### config.mk
export PLATFORM = sky130hd
export DESIGN_NAME = metrics_scheduler_flat
export DESIGN_NICKNAME = d
export VERILOG_FILES = /design/src/rtl/metrics_scheduler_if.sv /design/src/rtl/metrics_scheduler.sv /design/src/flat_wrapper.sv
export SDC_FILE = /design/constraint.sdc
export NUM_CORES = 1
export LEC_CHECK = 0
export ABC_AREA = 0
export BUFFER_PORTS_ARGS = -buffer_cell sky130_fd_sc_hd__buf_2
export CAP_MARGIN = 20
export CORE_ASPECT_RATIO = 0.75
export CORE_UTILIZATION = 55
export DETAILED_ROUTE_END_ITERATION = 10
export PLACE_DENSITY_LB_ADDON = 0.2
export SLEW_MARGIN = 20
export SYNTH_ARGS = -nofsm -noshare
export SYNTH_HDL_FRONTEND = slang
export SYNTH_SLANG_ARGS = --single-unit
### constraint.sdc
create_clock -name clk -period 4.2 [get_ports clk]
set_input_delay 0.84 -clock clk [delete_from_list [all_inputs] [get_ports clk]]
set_output_delay 0.84 -clock clk [all_outputs]
set_load 0.005 [all_outputs]
### src/rtl/metrics_scheduler_if.sv
// Request/result bundle between the game controller (master) and metrics_scheduler (slave).
// acc_req/wpm_req have no ready: any high edge marks the channel pending; *_valid is a one-cycle pulse with no back-pressure.
interface metrics_scheduler_if #(
    parameter int WIDTH = 16
);
    logic             acc_req;
    logic [WIDTH-1:0] completed_digits;
    logic [WIDTH-1:0] missed;
    logic             wpm_req;
    logic [WIDTH-1:0] total_words;
    logic [WIDTH-1:0] elapsed_time;
    logic             busy;
    logic             acc_valid;
    logic             acc_full;
    logic [3:0]       acc_tens;
    logic [3:0]       acc_ones;
    logic             wpm_valid;
    logic             wpm_sat;
    logic [3:0]       wpm_tens;
    logic [3:0]       wpm_ones;
    logic [1:0]       state_dbg;

    modport master (
        output acc_req, completed_digits, missed, wpm_req, total_words, elapsed_time,
        input  busy, acc_valid, acc_full, acc_tens, acc_ones,
        input  wpm_valid, wpm_sat, wpm_tens, wpm_ones, state_dbg
    );

    modport slave (
        input  acc_req, completed_digits, missed, wpm_req, total_words, elapsed_time,
        output busy, acc_valid, acc_full, acc_tens, acc_ones,
        output wpm_valid, wpm_sat, wpm_tens, wpm_ones, state_dbg
    );
endinterface

### src/rtl/metrics_scheduler.sv
// Shares one restoring divider between the accuracy and WPM requests (round-robin),
// then splits each quotient into two BCD digits for the 7-segment muxes.
module metrics_scheduler #(
    parameter int WIDTH = 16
) (
    input logic               clk,
    input logic               rst,
    metrics_scheduler_if.slave bus
);
    localparam int N  = WIDTH + 7;
    localparam int RW = WIDTH + 2;
    localparam int CW = $clog2(N);

    typedef enum logic [1:0] {
        S_IDLE = 2'd0,
        S_DIV  = 2'd1,
        S_CONV = 2'd2
    } state_t;

    state_t         state;
    logic           pend_acc, pend_wpm, last_wpm, job_wpm, div_zero;
    logic [N-1:0]   dvd;
    logic [WIDTH:0] dvs;
    logic [RW-1:0]  rem;
    logic [CW-1:0]  cnt;
    logic           busy_r, acc_valid_r, acc_full_r, wpm_valid_r, wpm_sat_r;
    logic [3:0]     acc_tens_r, acc_ones_r, wpm_tens_r, wpm_ones_r;

    logic           elig_acc, elig_wpm, grant, grant_wpm, take;
    logic           acc_is_full, wpm_is_sat;
    logic [WIDTH:0] acc_dvs, new_dvs;
    logic [N-1:0]   new_dvd;
    logic [RW-1:0]  rem_sh, rem_sub, dvs_ext;
    logic [7:0]     q_bcd;

    // Compare chain: the first multiple of ten not exceeding v gives the tens digit.
    function automatic logic [7:0] bcd_split(input logic [6:0] v);
        logic [3:0] tens;
        logic [3:0] ones;
        tens = 4'd0;
        ones = v[3:0];
        for (int k = 9; k >= 1; k--) begin
            if (tens == 4'd0 && v >= 7'(k * 10)) begin
                tens = 4'(k);
                ones = 4'(v - 7'(k * 10));
            end
        end
        return {tens, ones};
    endfunction

    always_comb begin
        elig_acc    = pend_acc | bus.acc_req;
        elig_wpm    = pend_wpm | bus.wpm_req;
        grant       = (state == S_IDLE) && (elig_acc || elig_wpm);
        grant_wpm   = elig_wpm && (!elig_acc || !last_wpm);
        acc_dvs     = {1'b0, bus.completed_digits} + {1'b0, bus.missed};
        new_dvs     = grant_wpm ? {1'b0, bus.elapsed_time} : acc_dvs;
        new_dvd     = grant_wpm ? N'(bus.total_words) * N'(60)
                                : N'(bus.completed_digits) * N'(100);
        rem_sh      = (rem << 1) | RW'(dvd[N-1]);
        dvs_ext     = RW'(dvs);
        take        = rem_sh >= dvs_ext;
        rem_sub     = rem_sh - dvs_ext;
        acc_is_full = div_zero || (dvd >= N'(100));
        wpm_is_sat  = div_zero || (dvd > N'(99));
        q_bcd       = bcd_split(dvd[6:0]);
    end

    always_ff @(posedge clk) begin
        if (rst) begin
            state       <= S_IDLE;
            pend_acc    <= 1'b0;
            pend_wpm    <= 1'b0;
            last_wpm    <= 1'b1;
            job_wpm     <= 1'b0;
            div_zero    <= 1'b0;
            dvd         <= '0;
            dvs         <= '0;
            rem         <= '0;
            cnt         <= '0;
            busy_r      <= 1'b0;
            acc_valid_r <= 1'b0;
            wpm_valid_r <= 1'b0;
            acc_full_r  <= 1'b1;
            acc_tens_r  <= 4'hA;
            acc_ones_r  <= 4'hA;
            wpm_sat_r   <= 1'b0;
            wpm_tens_r  <= 4'd0;
            wpm_ones_r  <= 4'd0;
        end else begin
            acc_valid_r <= 1'b0;
            wpm_valid_r <= 1'b0;
            // A request on its own grant edge re-arms the flag, so that channel runs again.
            pend_acc <= bus.acc_req | (pend_acc & ~(grant & ~grant_wpm));
            pend_wpm <= bus.wpm_req | (pend_wpm & ~(grant & grant_wpm));
            case (state)
                S_IDLE: begin
                    if (grant) begin
                        job_wpm  <= grant_wpm;
                        last_wpm <= grant_wpm;
                        dvd      <= new_dvd;
                        dvs      <= new_dvs;
                        rem      <= '0;
                        cnt      <= '0;
                        div_zero <= (new_dvs == '0);
                        busy_r   <= 1'b1;
                        state    <= (new_dvs == '0) ? S_CONV : S_DIV;
                    end
                end
                S_DIV: begin
                    rem <= take ? rem_sub : rem_sh;
                    dvd <= {dvd[N-2:0], take};
                    cnt <= cnt + CW'(1);
                    if (cnt == CW'(N - 1)) state <= S_CONV;
                end
                S_CONV: begin
                    busy_r <= 1'b0;
                    state  <= S_IDLE;
                    if (job_wpm) begin
                        wpm_valid_r <= 1'b1;
                        wpm_sat_r   <= wpm_is_sat;
                        wpm_tens_r  <= wpm_is_sat ? 4'd9 : q_bcd[7:4];
                        wpm_ones_r  <= wpm_is_sat ? 4'd9 : q_bcd[3:0];
                    end else begin
                        acc_valid_r <= 1'b1;
                        acc_full_r  <= acc_is_full;
                        acc_tens_r  <= acc_is_full ? 4'hA : q_bcd[7:4];
                        acc_ones_r  <= acc_is_full ? 4'hA : q_bcd[3:0];
                    end
                end
                default: state <= S_IDLE;
            endcase
        end
    end

    assign bus.busy      = busy_r;
    assign bus.acc_valid = acc_valid_r;
    assign bus.acc_full  = acc_full_r;
    assign bus.acc_tens  = acc_tens_r;
    assign bus.acc_ones  = acc_ones_r;
    assign bus.wpm_valid = wpm_valid_r;
    assign bus.wpm_sat   = wpm_sat_r;
    assign bus.wpm_tens  = wpm_tens_r;
    assign bus.wpm_ones  = wpm_ones_r;
    assign bus.state_dbg = state;
endmodule

### src/flat_wrapper.sv
// flat-port wrapper written by rule: the top's interface ports become plain ports
module metrics_scheduler_flat 
#(
    parameter int WIDTH = 16
)
  (clk, rst, bus_acc_req, bus_completed_digits, bus_missed, bus_wpm_req, bus_total_words, bus_elapsed_time, bus_busy, bus_acc_valid, bus_acc_full, bus_acc_tens, bus_acc_ones, bus_wpm_valid, bus_wpm_sat, bus_wpm_tens, bus_wpm_ones, bus_state_dbg);
  metrics_scheduler_if #(.WIDTH(WIDTH)) bus_i ();
  input logic clk;
  input logic rst;
  input wire logic [$bits(bus_i.acc_req)-1:0] bus_acc_req;
  input wire logic [$bits(bus_i.completed_digits)-1:0] bus_completed_digits;
  input wire logic [$bits(bus_i.missed)-1:0] bus_missed;
  input wire logic [$bits(bus_i.wpm_req)-1:0] bus_wpm_req;
  input wire logic [$bits(bus_i.total_words)-1:0] bus_total_words;
  input wire logic [$bits(bus_i.elapsed_time)-1:0] bus_elapsed_time;
  output wire logic [$bits(bus_i.busy)-1:0] bus_busy;
  output wire logic [$bits(bus_i.acc_valid)-1:0] bus_acc_valid;
  output wire logic [$bits(bus_i.acc_full)-1:0] bus_acc_full;
  output wire logic [$bits(bus_i.acc_tens)-1:0] bus_acc_tens;
  output wire logic [$bits(bus_i.acc_ones)-1:0] bus_acc_ones;
  output wire logic [$bits(bus_i.wpm_valid)-1:0] bus_wpm_valid;
  output wire logic [$bits(bus_i.wpm_sat)-1:0] bus_wpm_sat;
  output wire logic [$bits(bus_i.wpm_tens)-1:0] bus_wpm_tens;
  output wire logic [$bits(bus_i.wpm_ones)-1:0] bus_wpm_ones;
  output wire logic [$bits(bus_i.state_dbg)-1:0] bus_state_dbg;
  assign bus_i.acc_req = bus_acc_req;
  assign bus_i.completed_digits = bus_completed_digits;
  assign bus_i.missed = bus_missed;
  assign bus_i.wpm_req = bus_wpm_req;
  assign bus_i.total_words = bus_total_words;
  assign bus_i.elapsed_time = bus_elapsed_time;
  assign bus_busy = bus_i.busy;
  assign bus_acc_valid = bus_i.acc_valid;
  assign bus_acc_full = bus_i.acc_full;
  assign bus_acc_tens = bus_i.acc_tens;
  assign bus_acc_ones = bus_i.acc_ones;
  assign bus_wpm_valid = bus_i.wpm_valid;
  assign bus_wpm_sat = bus_i.wpm_sat;
  assign bus_wpm_tens = bus_i.wpm_tens;
  assign bus_wpm_ones = bus_i.wpm_ones;
  assign bus_state_dbg = bus_i.state_dbg;
  metrics_scheduler #(.WIDTH(WIDTH)) u_core (.clk(clk), .rst(rst), .bus(bus_i));
endmodule
* After elaboration in Yosys (flattened, before gate mapping)
Index checks and enable logic that the tools add are counted.
** Storage, ports and cells
- Output and inout bits :: 23
- Register bits :: 90
- Input port bits :: 68
- Logic and storage cells :: 138
** Cells by class
- Add/subtract/negate cells :: 12
- Bitwise logic cells :: 14
- Reductions and logical operators :: 35
- $mul :: 2
- Eq/ne operators :: 5
- Magnitude comparators :: 12
- Muxes and demuxes :: 39
** Operator list (number)
- $mux W4 :: 22
- $mux W17 :: 3
- $mux W23 :: 2
- $pmux W23 S2 :: 1
- $pmux W17 S2 :: 1
- $logic_not A4 Y1 :: 8
- $ge A23 B7 Y1 const B :: 1
- $gt A23 B7 Y1 const B :: 1
- $ge A7 B6 Y1 const B :: 3
- $ge A7 B7 Y1 const B :: 3
- $mul A16 B5 Y21 const B :: 1
- $mul A16 B4 Y20 const B :: 1
- $sub A4 B4 Y4 const B :: 5
- $ge A18 B17 Y1 :: 1
- $or A18 B1 Y18 :: 1
- $add A16 B16 Y17 :: 1
- $logic_not A17 Y1 :: 1
- $sub A17 B17 Y17 :: 1
- $ge A7 B5 Y1 const B :: 2
- $reduce_and A2 Y1 :: 6
- $logic_and A1 B1 Y1 :: 10
- $pmux W5 S2 :: 1
- $sub A4 B3 Y4 const B :: 2
- $ge A7 B4 Y1 const B :: 1
- 20 further kinds :: 40

* Longest topological paths before layout
- Depth after elaboration :: 27
- Mapped depth :: 15
- Gate-level depth less buffers :: 15

* Least setup slack after synthesis
Ideal clock, no wire load.
- Kind :: input-to-reg
- Start point :: input port bus_total_words[0]
- End point :: register u_core.dvd[20]
- Arrival :: 3.956 ns
- Slack :: 0.129 ns
- Buffers on the path :: 0
- Stages :: 12
- Required time :: 4.085 ns
- Setup time :: 0.115 ns
- Cells stage by stage :: fa_1 fa_1 fa_1 a211oi_1 o21bai_1 a31oi_1 o311ai_1 o41ai_1 o21ai_1 xnor2_1 o221ai_1 and2_1
** Between the ends
- Word-level cells in the longest chain between the ends :: 4
** RTL lines
- start, declared :: line flat_wrapper.sv:14 : input wire logic [$bits(bus_i.total_words)-1:0] bus_total_words;
- $mul A16 B4 Y20 :: line metrics_scheduler.sv:58 : new_dvd = grant_wpm ? N'(bus.total_words) * N'(60)
- $mux W23 :: line metrics_scheduler.sv:58
- $mux W23 :: line metrics_scheduler.sv:98 : if (grant) begin
- $pmux W23 S2 :: line metrics_scheduler.sv:96 : case (state)
- end signal, assigned :: line metrics_scheduler.sv:101 : dvd <= new_dvd;
- end signal, assigned :: line metrics_scheduler.sv:112 : dvd <= {dvd[N-2:0], take};
- end, declared :: line metrics_scheduler.sv:22 : logic [N-1:0] dvd;
No other way between the ends. The select of a mux whose other input is x is not followed.
A chain may end at the register's enable or synchronous reset.

* Worst setup path in the final report
Same ends and word-level chain as after synthesis.

==> results.sh <==
export IMPL_cts_root_buf="clkbuf_16"
export IMPL_drive_above_1_share_pct=14.6
export IMPL_grt_use_met1_pct=41.4
export IMPL_drv_cap=0
export IMPL_multi_input_area_mm2=0.00658
export IMPL_ir_drop_mv=0.315
export IMPL_critPathCaptureType="flop"
export IMPL_worst_pin_slew_ns=0.988
export IMPL_post_dp_hpwl_um=17900
export IMPL_syn_cell_area_mm2=0.00887
export IMPL_grt_first_pass_wirelength_um=37400
export IMPL_critPathKind="input pin to flop"
export IMPL_synth_warnings=0
export IMPL_syn_nets=1318
export IMPL_cp_slowest_cell="fa_1"
export IMPL_clock_latency_ns=0.36
export IMPL_stdcell_count=1406
export IMPL_max_stage_delay_ns=0.58
export IMPL_setup_violations_final=0
export IMPL_start_util_pct=57.3
export IMPL_post_drt_wl_per_cell_um=16.0
export IMPL_wl_um=22500
export IMPL_clock_skew_final_ns=0.0106
export IMPL_busiest_layer="met1"
export IMPL_slew_headroom_pct=34.2
export IMPL_synth_avg_cell_area_um2=8.15
export IMPL_ys_flop_type="dfxtp_1"
export IMPL_powerDensity_mw_per_mm2=570
export IMPL_die_area_mm2=0.0166
export IMPL_p_sw_w=0.00267
export IMPL_drtIter0Drc=706
export IMPL_swShare_pct=46.4
export IMPL_post_route_util_pct=65.3
export IMPL_worst_path_max_fanout=2
export IMPL_fillCellCount=1355
export IMPL_crit_required_ns=4.45
export IMPL_postRouteAntennaNets=0
export IMPL_cts_setup_buffers=0
export IMPL_status="finished, final reports clean"
export IMPL_yosysMostFrequentCell="ha_1"
export IMPL_final_max_slew_violation_count=0
export IMPL_cts_made_buffers=9
export IMPL_ys_seq_elements=90
export IMPL_ys_types=69
export IMPL_leakage_nw=4.74
export IMPL_die_x_um=149
export IMPL_clock_path_buffers=2
export IMPL_crit_chain="buf_2 > fa_1 > fa_1 > fa_1 > a211oi_2 > o21bai_1 > a31oi_1 > o311ai_1 > o41ai_1 > buf_4 > o21ai_1 > xnor2_1 > o221ai_1 > and2_1"
export IMPL_pwr_share_seq_pct=22.3
export IMPL_antenna_found_initial=0
export IMPL_arrival_ns=4.26
export IMPL_clkSinkCount=90
export IMPL_comb_power_share_pct=63.8
export IMPL_netlist_instances=1089
export IMPL_worst_path_most_repeated_cell="fa_1"
export IMPL_io_pin_count=91
export IMPL_rsz0062_at_grt="no"
export IMPL_synth_area_top_cells="dfxtp_1 20%, ha_1 17%, fa_1 9.5%, nand2_1 4.6%, a21oi_1 4.1%"
export IMPL_overflow=0
export IMPL_timing_hold_ws_ns=0.451
export IMPL_syn_to_final_growth_pct=13.9
export IMPL_row_count=39
export IMPL_critPathLaunchType="input pin"
export IMPL_clockPowerShare_pct=14.0
export IMPL_antenna_cells=0
export IMPL_fin_crit_ns=4.01
export IMPL_ys_seq_area_share_pct=20.3
export IMPL_vias_per_cell=5.98
export IMPL_die_y_um=112
export IMPL_io_buffers=90
export IMPL_p_int_w=0.00309
export IMPL_first_pass_iters=5
export IMPL_hp_class="flop to flop"
export IMPL_gp_congestion=0.939
export IMPL_grt_pass1_vias=7632
export IMPL_cts_hold_buf=0
export IMPL_async_reset_ff_share_pct=0
export IMPL_grt_use_met3_pct=4.55
export IMPL_synth_top_area_share_pct=20.3
export IMPL_synth_edf_count=0
export IMPL_final_hold_viol_count=0
export IMPL_drcViolationCount=0
export IMPL_path_clk_slew_ns=0.07
export IMPL_grt_max_degree=62
export IMPL_nets=1425
export IMPL_track_usage_pct=27.8
export IMPL_use_met2_pct=41.0
export IMPL_dp_cells=1390
export IMPL_synth_top_area_cell="dfxtp_1"
export IMPL_cts_tree="done"
export IMPL_vias=8402
export IMPL_register_area_mm2=0.00180
export IMPL_fin_crit_sh_pct=95.5
export IMPL_max_freq_mhz=249
export IMPL_coreArea_mm2=0.0155
export IMPL_synth_top_cells_by_count="119 x ha_1, 109 x nand2_1, 97 x inv_1, 90 x dfxtp_1, 78 x nor2_1"
export IMPL_htree_levels=3
## worst paths after layout
check / startpoint / endpoint / slack (ns) / cells after the start
max: bus_total_words[0] / u_core.dvd[20] / 0.19 / 14
min: u_core.bus.acc_full / u_core.bus.acc_full / 0.45 / 2
max reg2reg: u_core.dvd[22] / u_core.rem[2] / 0.72 / 13
min reg2reg: u_core.bus.acc_full / u_core.bus.acc_full / 0.45 / 2
## state kept, by name, summed over array words and instances (netlist names), 2 cells and up
| signal | cells |
|---|---|
| u_core.dvd | 23 |
| u_core.bus.state_dbg | 2 |
| u_core.bus.wpm_tens | 4 |
| u_core.bus.acc_ones | 4 |
| u_core.dvs | 17 |
| u_core.rem | 17 |
| u_core.bus.wpm_ones | 4 |
| u_core.cnt | 5 |
| u_core.bus.acc_tens | 4 |
## area by class of cell
type                    count  area share (%)
multi-input cells         860            65.1
flip-flops and latches     90            17.8
repair buffers            138            8.03
inverters                  97            3.60
well taps                 205            2.54
clock buffers               9            2.23
clock inverters             7           0.632
## layer usage
metal	share of wire [%]	routed length [um]
met1	49	11100
met5	0	0
met2	42	9540
met3	6.2	1390
met4	1.9	435
## cells in the final DEF (no fill, tap or decap), drive strengths merged, types with 18 or more instances in the layout
cell type  Yosys  routed
fa            42      42
o21ai         58      58
o211ai        18      18
a21o          20      20
nor2          78      78
a211oi        26      26
nor3          29      29
nand2        109     109
xnor2         30      30
a21oi         73      73
inv           97     103
xor2          18      18
dfxtp         90      90
buf            9     138
ha           119     119
nand3         23      23
## repair_timing
action,in CTS,in global routing
setup endpoints to repair,0,4
resized for setup,0,4
hold endpoints to repair,0,0
## power by group through the flow
stage               sequential [W]  combinational (W)  clock (W)
CTS                        0.00127            0.00363   0.000816
global placement           0.00128            0.00354          0
floorplan                  0.00120            0.00278          0
detailed placement         0.00129            0.00360          0
global route               0.00131            0.00408   0.000862
finish                     0.00128            0.00367   0.000804
## cells by family (layout without fill, tap and decap cells)
| group | count (synthesis) | in the layout | share of synthesized area [%] |
|---|---|---|---|
| AO/OA/AOI/OAI | 321 | 321 | 24.2 |
| XOR/XNOR | 48 | 48 | 4.74 |
| adder cells (fa/ha/maj) | 161 | 161 | 26.3 |
| buffers and inverters | 139 | 251 | 5.95 |
| flip-flops | 90 | 90 | 20.3 |
| multiplexers | 17 | 17 | 1.92 |
| AND/OR/NAND/NOR | 313 | 313 | 16.6 |
## metrics by stage
step           total power, W  area [um2]  setup slack, ns  TNS (ns)
6_report              0.00576       10100            0.190         0
5_1_grt               0.00625       10100           0.0191         0
4_1_cts               0.00572       10100            0.152         0
3_5_place_dp          0.00489        9790           -0.207     -1.08
3_3_place_gp          0.00482        9790           -0.107    -0.367
2_1_floorplan         0.00398        8870            0.129         0
## critical path: cells and delay by family
family | cells | cell delay [ns]
and+or+nand+nor | 1 | 0.16
xor gates and xnor gates | 1 | 0.22
buffers and inverters | 2 | 0.29
AOI/OAI and AO/OA | 7 | 1.25
adders and majority gates | 3 | 1.49
Power figures use the tool's default switching activity.
